**src/rtl/mem_port_arbiter.sv**
```systemverilog
`default_nettype none
// ============================================================================
// Module      : mem_port_arbiter
// Description : N-port arbiter that merges cpu-style requesters onto a single
//               memory port, one transaction in flight. Optional macro
//               MEM_ARB_ROUND_ROBIN_EN selects round-robin instead of fixed
//               lowest-index priority.
// Revision    : 1.0 - initial release
// ============================================================================
module mem_port_arbiter #(
    parameter int NUM_PORTS = 2,
    parameter int ADDR_W    = 32,
    parameter int DATA_W    = 32,
    localparam int BE_W     = DATA_W / 8
) (
    input  logic                        clk,
    input  logic                        rst,
    input  logic [NUM_PORTS-1:0]        req_read,
    input  logic [NUM_PORTS-1:0]        req_write,
    input  logic [NUM_PORTS*BE_W-1:0]   req_byte_enable,
    input  logic [NUM_PORTS*ADDR_W-1:0] req_address,
    input  logic [NUM_PORTS*DATA_W-1:0] req_wdata,
    output logic [NUM_PORTS-1:0]        req_resp,
    output logic [DATA_W-1:0]           req_rdata,
    output logic                        mem_read,
    output logic                        mem_write,
    output logic [BE_W-1:0]             mem_byte_enable,
    output logic [ADDR_W-1:0]           mem_address,
    output logic [DATA_W-1:0]           mem_wdata,
    input  logic                        mem_resp,
    input  logic [DATA_W-1:0]           mem_rdata
);

    localparam int IDX_W = (NUM_PORTS > 1) ? $clog2(NUM_PORTS) : 1;

    localparam logic [0:0] S_IDLE = 1'b0;
    localparam logic [0:0] S_BUSY = 1'b1;

    logic [0:0]           r_state;
    logic [0:0]           w_state_nxt;
    logic [IDX_W-1:0]     r_grant;
    logic [IDX_W-1:0]     w_winner;
    logic [NUM_PORTS-1:0] w_req;
    logic                 w_any_req;

    logic [BE_W-1:0]      w_be    [NUM_PORTS];
    logic [ADDR_W-1:0]    w_addr  [NUM_PORTS];
    logic [DATA_W-1:0]    w_wdata [NUM_PORTS];

    for (genvar p = 0; p < NUM_PORTS; p++) begin : g_port
        assign w_be[p]    = req_byte_enable[p*BE_W +: BE_W];
        assign w_addr[p]  = req_address[p*ADDR_W +: ADDR_W];
        assign w_wdata[p] = req_wdata[p*DATA_W +: DATA_W];
    end

    assign w_req     = req_read | req_write;
    assign w_any_req = |w_req;
    assign req_rdata = mem_rdata;

`ifdef MEM_ARB_ROUND_ROBIN_EN
    logic [IDX_W-1:0] r_ptr;

    // Lowest requester overall, overridden by the lowest requester above the
    // pointer: equivalent to scanning upward from pointer+1 with wrap.
    always_comb begin
        w_winner = '0;
        for (int i = NUM_PORTS - 1; i >= 0; i--) begin
            if (w_req[i]) w_winner = IDX_W'(i);
        end
        for (int i = NUM_PORTS - 1; i >= 0; i--) begin
            if (w_req[i] && (i > int'(r_ptr))) w_winner = IDX_W'(i);
        end
    end

    always_ff @(posedge clk) begin
        if (rst) begin
            r_ptr <= IDX_W'(NUM_PORTS - 1);
        end else if (r_state == S_BUSY && mem_resp) begin
            r_ptr <= r_grant;
        end
    end
`else
    always_comb begin
        w_winner = '0;
        for (int i = NUM_PORTS - 1; i >= 0; i--) begin
            if (w_req[i]) w_winner = IDX_W'(i);
        end
    end
`endif

    always_ff @(posedge clk) begin
        if (rst) begin
            r_state <= S_IDLE;
        end else begin
            r_state <= w_state_nxt;
        end
    end

    always_comb begin
        w_state_nxt = r_state;
        case (r_state)
            S_IDLE:  if (w_any_req) w_state_nxt = S_BUSY;
            S_BUSY:  if (mem_resp)  w_state_nxt = S_IDLE;
            default: w_state_nxt = S_IDLE;
        endcase
    end

    always_ff @(posedge clk) begin
        if (rst) begin
            r_grant         <= '0;
            mem_read        <= 1'b0;
            mem_write       <= 1'b0;
            mem_byte_enable <= '0;
            mem_address     <= '0;
            mem_wdata       <= '0;
        end else if (r_state == S_IDLE) begin
            if (w_any_req) begin
                r_grant         <= w_winner;
                // Illegal read+write on one port resolves to a write.
                mem_write       <= req_write[w_winner];
                mem_read        <= req_read[w_winner] & ~req_write[w_winner];
                mem_byte_enable <= w_be[w_winner];
                mem_address     <= w_addr[w_winner];
                mem_wdata       <= w_wdata[w_winner];
            end
        end else if (mem_resp) begin
            mem_read  <= 1'b0;
            mem_write <= 1'b0;
        end
    end

    // Completion is suppressed under reset so an aborted transaction never responds.
    always_comb begin
        req_resp = '0;
        if (r_state == S_BUSY && mem_resp && !rst) req_resp[r_grant] = 1'b1;
    end

    a_no_read_and_write : assert property (@(posedge clk) disable iff (rst)
        (req_read & req_write) == '0);

endmodule
`default_nettype wire

```
**config.mk**
```make
export PLATFORM = sky130hd
export DESIGN_NAME = mem_port_arbiter
export DESIGN_NICKNAME = d
export VERILOG_FILES = /design/src/rtl/mem_port_arbiter.sv
export SDC_FILE = /design/constraint.sdc
export NUM_CORES = 1
export LEC_CHECK = 0
export CAP_MARGIN = 20
export CORE_ASPECT_RATIO = 1.75
export CORE_MARGIN = 3
export CORE_UTILIZATION = 25
export CTS_CLUSTER_DIAMETER = 200
export DETAILED_ROUTE_END_ITERATION = 8
export GPL_TIMING_DRIVEN = 0
export SLEW_MARGIN = 40
export SYNTH_ARGS = -nofsm -noshare
export SYNTH_HDL_FRONTEND = slang
export SYNTH_SLANG_ARGS = --single-unit
```
**constraint.sdc**
```tcl
create_clock -name clk -period 4.2 [get_ports clk]
set_clock_uncertainty 0.1 [all_clocks]
set_input_delay 0.63 -clock clk [delete_from_list [all_inputs] [get_ports clk]]
set_output_delay 0.63 -clock clk [all_outputs]
set_load 0.01 [all_outputs]
```
==> results.tsv <==
stage	metric	value	unit
status	outcome	finished clean	
power	Pwr Density	342.0	nW/um^2
worst_setup_path	CP peak stage delay	0.58	ns
drt	DR vias/cell	5.290	
drt	final wirelength	16990	microns
synthesis	syn_area_per_cell	8.055	sq um
timing	Achievable Freq	342.8	MHz
synthesis	ranking of synthesized cells by area	dfxtp_1 (39%), a311oi_1 (16%), a21oi_1 (9.3%)	
die	row count	58	
finish	layout cells sized above 1	0.09293	
grt	grt total ovfl	0	
placement	Post-DP HPWL	13050	microns
clock_network	clk buf depth	2	
synthesis	Mapped Nets	634	
finish	Final Net Count	891	
synthesis	Synth Instances	459	
timing	Final min period	2.917	ns
hold_path	Min-Delay Path Depth	2	
power	static leakage	2.338	nW
worst_setup_path	critical path, cell by cell	clkdlybuf4s50_1 > clkbuf_1 > nor3b_1 > clkdlybuf4s50_1	
worst_setup_path	CP Data Arrival Time	2.19	ns
die	die height	166.9	microns
drt	number of vias in the routed layout	4766	
grt	largest net degree at the start of global routing	13	
timing	RSZ-0062 raised after global routing	false	
finish	Area Growth Syn to Fin	82.30	%
synthesis	synthesized area	3697	sq um
clock_network	buffer count from post-CTS setup fixing	0	
drt	residual DRC count	0	
run	max-cap viol count	0	
placement	PortBufs	246	
drt	DRT Pass-1 Iters	5	
finish	Core Util, Final	0.4667	
worst_setup_path	CP required	3.47	ns
finish	design area	6740	sq um
power	Tot Pwr	2.305	mW
worst_setup_path	Crit path depth	4	
hold_path	Tightest Hold Check Type	reg -> reg	
timing	final slew viol count	0	
drt	antenna-violating nets left	0	
drt	drt first-iter violations	205	
timing	Hold Violations, Final	0	
worst_setup_path	Slowest-stage cell, CP	clkdlybuf4s50_1	
grt	global-route usage over all layers	0.2007	
timing	Sum Neg Setup Slack	0	ns
synthesis	Synth cell types	27	
synthesis	dominant cell type by area after synthesis	dfxtp_1	
worst_setup_path	worst-path maximum fanout	10	
die	die footprint	16340	sq um
synthesis	share of the synthesized area in the top cell type	0.3898	
clock_network	clock root cell	clkbuf_16	
clock_network	post-cts resize count	0	
clock_network	worst-skew pair later-pin latency	0.32	ns
finish	Ant. Diodes	0	
timing	Tcrit/Tclk final	0.6945	
die	starting density of the core	0.2560	
timing	worst slew pin tran	0.5716	ns
grt	initial antenna violation count	0	
grt	first-pass GRT wire length	26460	microns
worst_setup_path	delay-heaviest family, CP	buffers and inverters	
drt	wire per inst	18.85	microns
clock_network	total CTS buffers	9	
synthesis	sequential fraction of the synthesis area	0.3898	
synthesis	Synth Register Bits	72	
clock_network	Clock transition at path regs	0.05	ns
placement	Placed Area	6385	sq um
worst_setup_path	reg2reg path depth	5	
clock_network	CTS tree	done	
die	Die Width	97.93	microns
worst_setup_path	startpoint types	input port	
timing	number of setup violations in the final report	0	
worst_setup_path	Setup crit end kind	output port	
worst_setup_path	WP buf/inv	3	
grt	vias in the first global route	5002	
timing	Relative slew margins	0.6189	
die	core area	14440	sq um
placement	Final GP Congestion	0.7830	
synthesis	yosys warns	0	
worst_setup_path	Setup Crit Path Kind	in -> out	
clock_network	H-tree levels	3	
die	IO Pins	279	
clock_network	Hold Buf Count CTS	0	
worst_setup_path	Worst path most repeated cell	clkdlybuf4s50_1	
power	Peak VDD IR	0.2034	mV
clock_network	Num Clock Sinks	72	
[power by group]
group	internal, mW	switching [mW]	leakage [nW]
clock network	0.612	0.305	0.172
registers	0.749	0.0355	0.599
logic	0.343	0.261	1.57
total	1.70	0.601	2.34
[path summary, 6_finish.rpt]
path         startpoint              to  slack [ns]
max                 rst     req_resp[1]        1.28
min            mem_read        mem_read        0.38
max reg2reg     r_state  mem_address[0]        2.40
min reg2reg    mem_read        mem_read        0.38
[cell type report]
class	instances	area, sq um
multi-input cells	293	1763
plain buffers	92	485.5
well taps	180	225.2
clock inverters	5	102.6
repair buffers	246	2462
clock buffers	11	252.7
flip-flops and latches	72	1441
fillers	1449	7701
inverters	2	7.507
[cell usage after synthesis (all sizes together)]
cell type	instances
buf	42
a21bo	1
nor3	1
nor2	3
inv	2
nand2b	2
a211oi	2
a311oi	68
o2bb2ai	1
nand3	69
nor3b	1
mux2	1
o32ai	1
or4	1
or2	2
dfxtp	72
nand2	1
clkbuf	50
o21ai	68
a21oi	71
[layout by cell type (no fill, tap or decap), types with 2 or more instances in the layout]
cell type	netlist	layout
nand3_1	69	69
dfxtp_1	72	72
a21oi_1	69	69
bufinv_16	0	3
or2_2	2	2
a311oi_1	68	68
clkbuf_1	49	49
o21ai_0	65	65
buf_2	9	9
a21oi_2	2	2
a211oi_1	2	2
o21ai_1	3	3
nand2b_1	2	2
clkbuf_8	0	2
clkdlybuf4s50_1	0	246
nor2_2	2	2
clkbuf_16	0	9
buf_4	32	32
[cells by family after synthesis]
family / share of synthesized area
multiplexers: 0.003045
buffers and inverters: 0.1333
AND/OR/NAND/NOR: 0.1110
AO/OA/AOI/OAI: 0.3628
flip-flops: 0.3898
[flip-flops by register name, indices dropped and copies added, names as in the netlist]
| name | flops |
|---|---|
| mem_address | 32 |
| mem_wdata | 32 |
| mem_byte_enable | 4 |
| mem_read | 1 |
| mem_write | 1 |
| r_grant | 1 |
| r_state | 1 |
[tightest hold or removal path, cell delays in order, from the launching register on]
cell and delay [ns]:
dfxtp_1 0.31, nand2b_1 0.07, o2bb2ai_1 0.06
[layer usage]
layer	GRT usage	wire length, microns
met4	0.08198	477
met3	0.05532	1357
met1	0.2131	6205
met2	0.3674	8945
met5	0	0
[metrics by stage]
stage | setup WS (ns) | hold WS [ns] | std cells
floorplan | 2.279 | 0.3951 | 459
global placement | 1.281 | 0.3689 | 885
detailed placement | 1.258 | 0.3738 | 885
CTS | 1.258 | 0.3838 | 901
global route | 1.148 | 0.4075 | 901
finish | 1.283 | 0.3832 | 901
No activity file was read; power rests on OpenSTA's default activity.
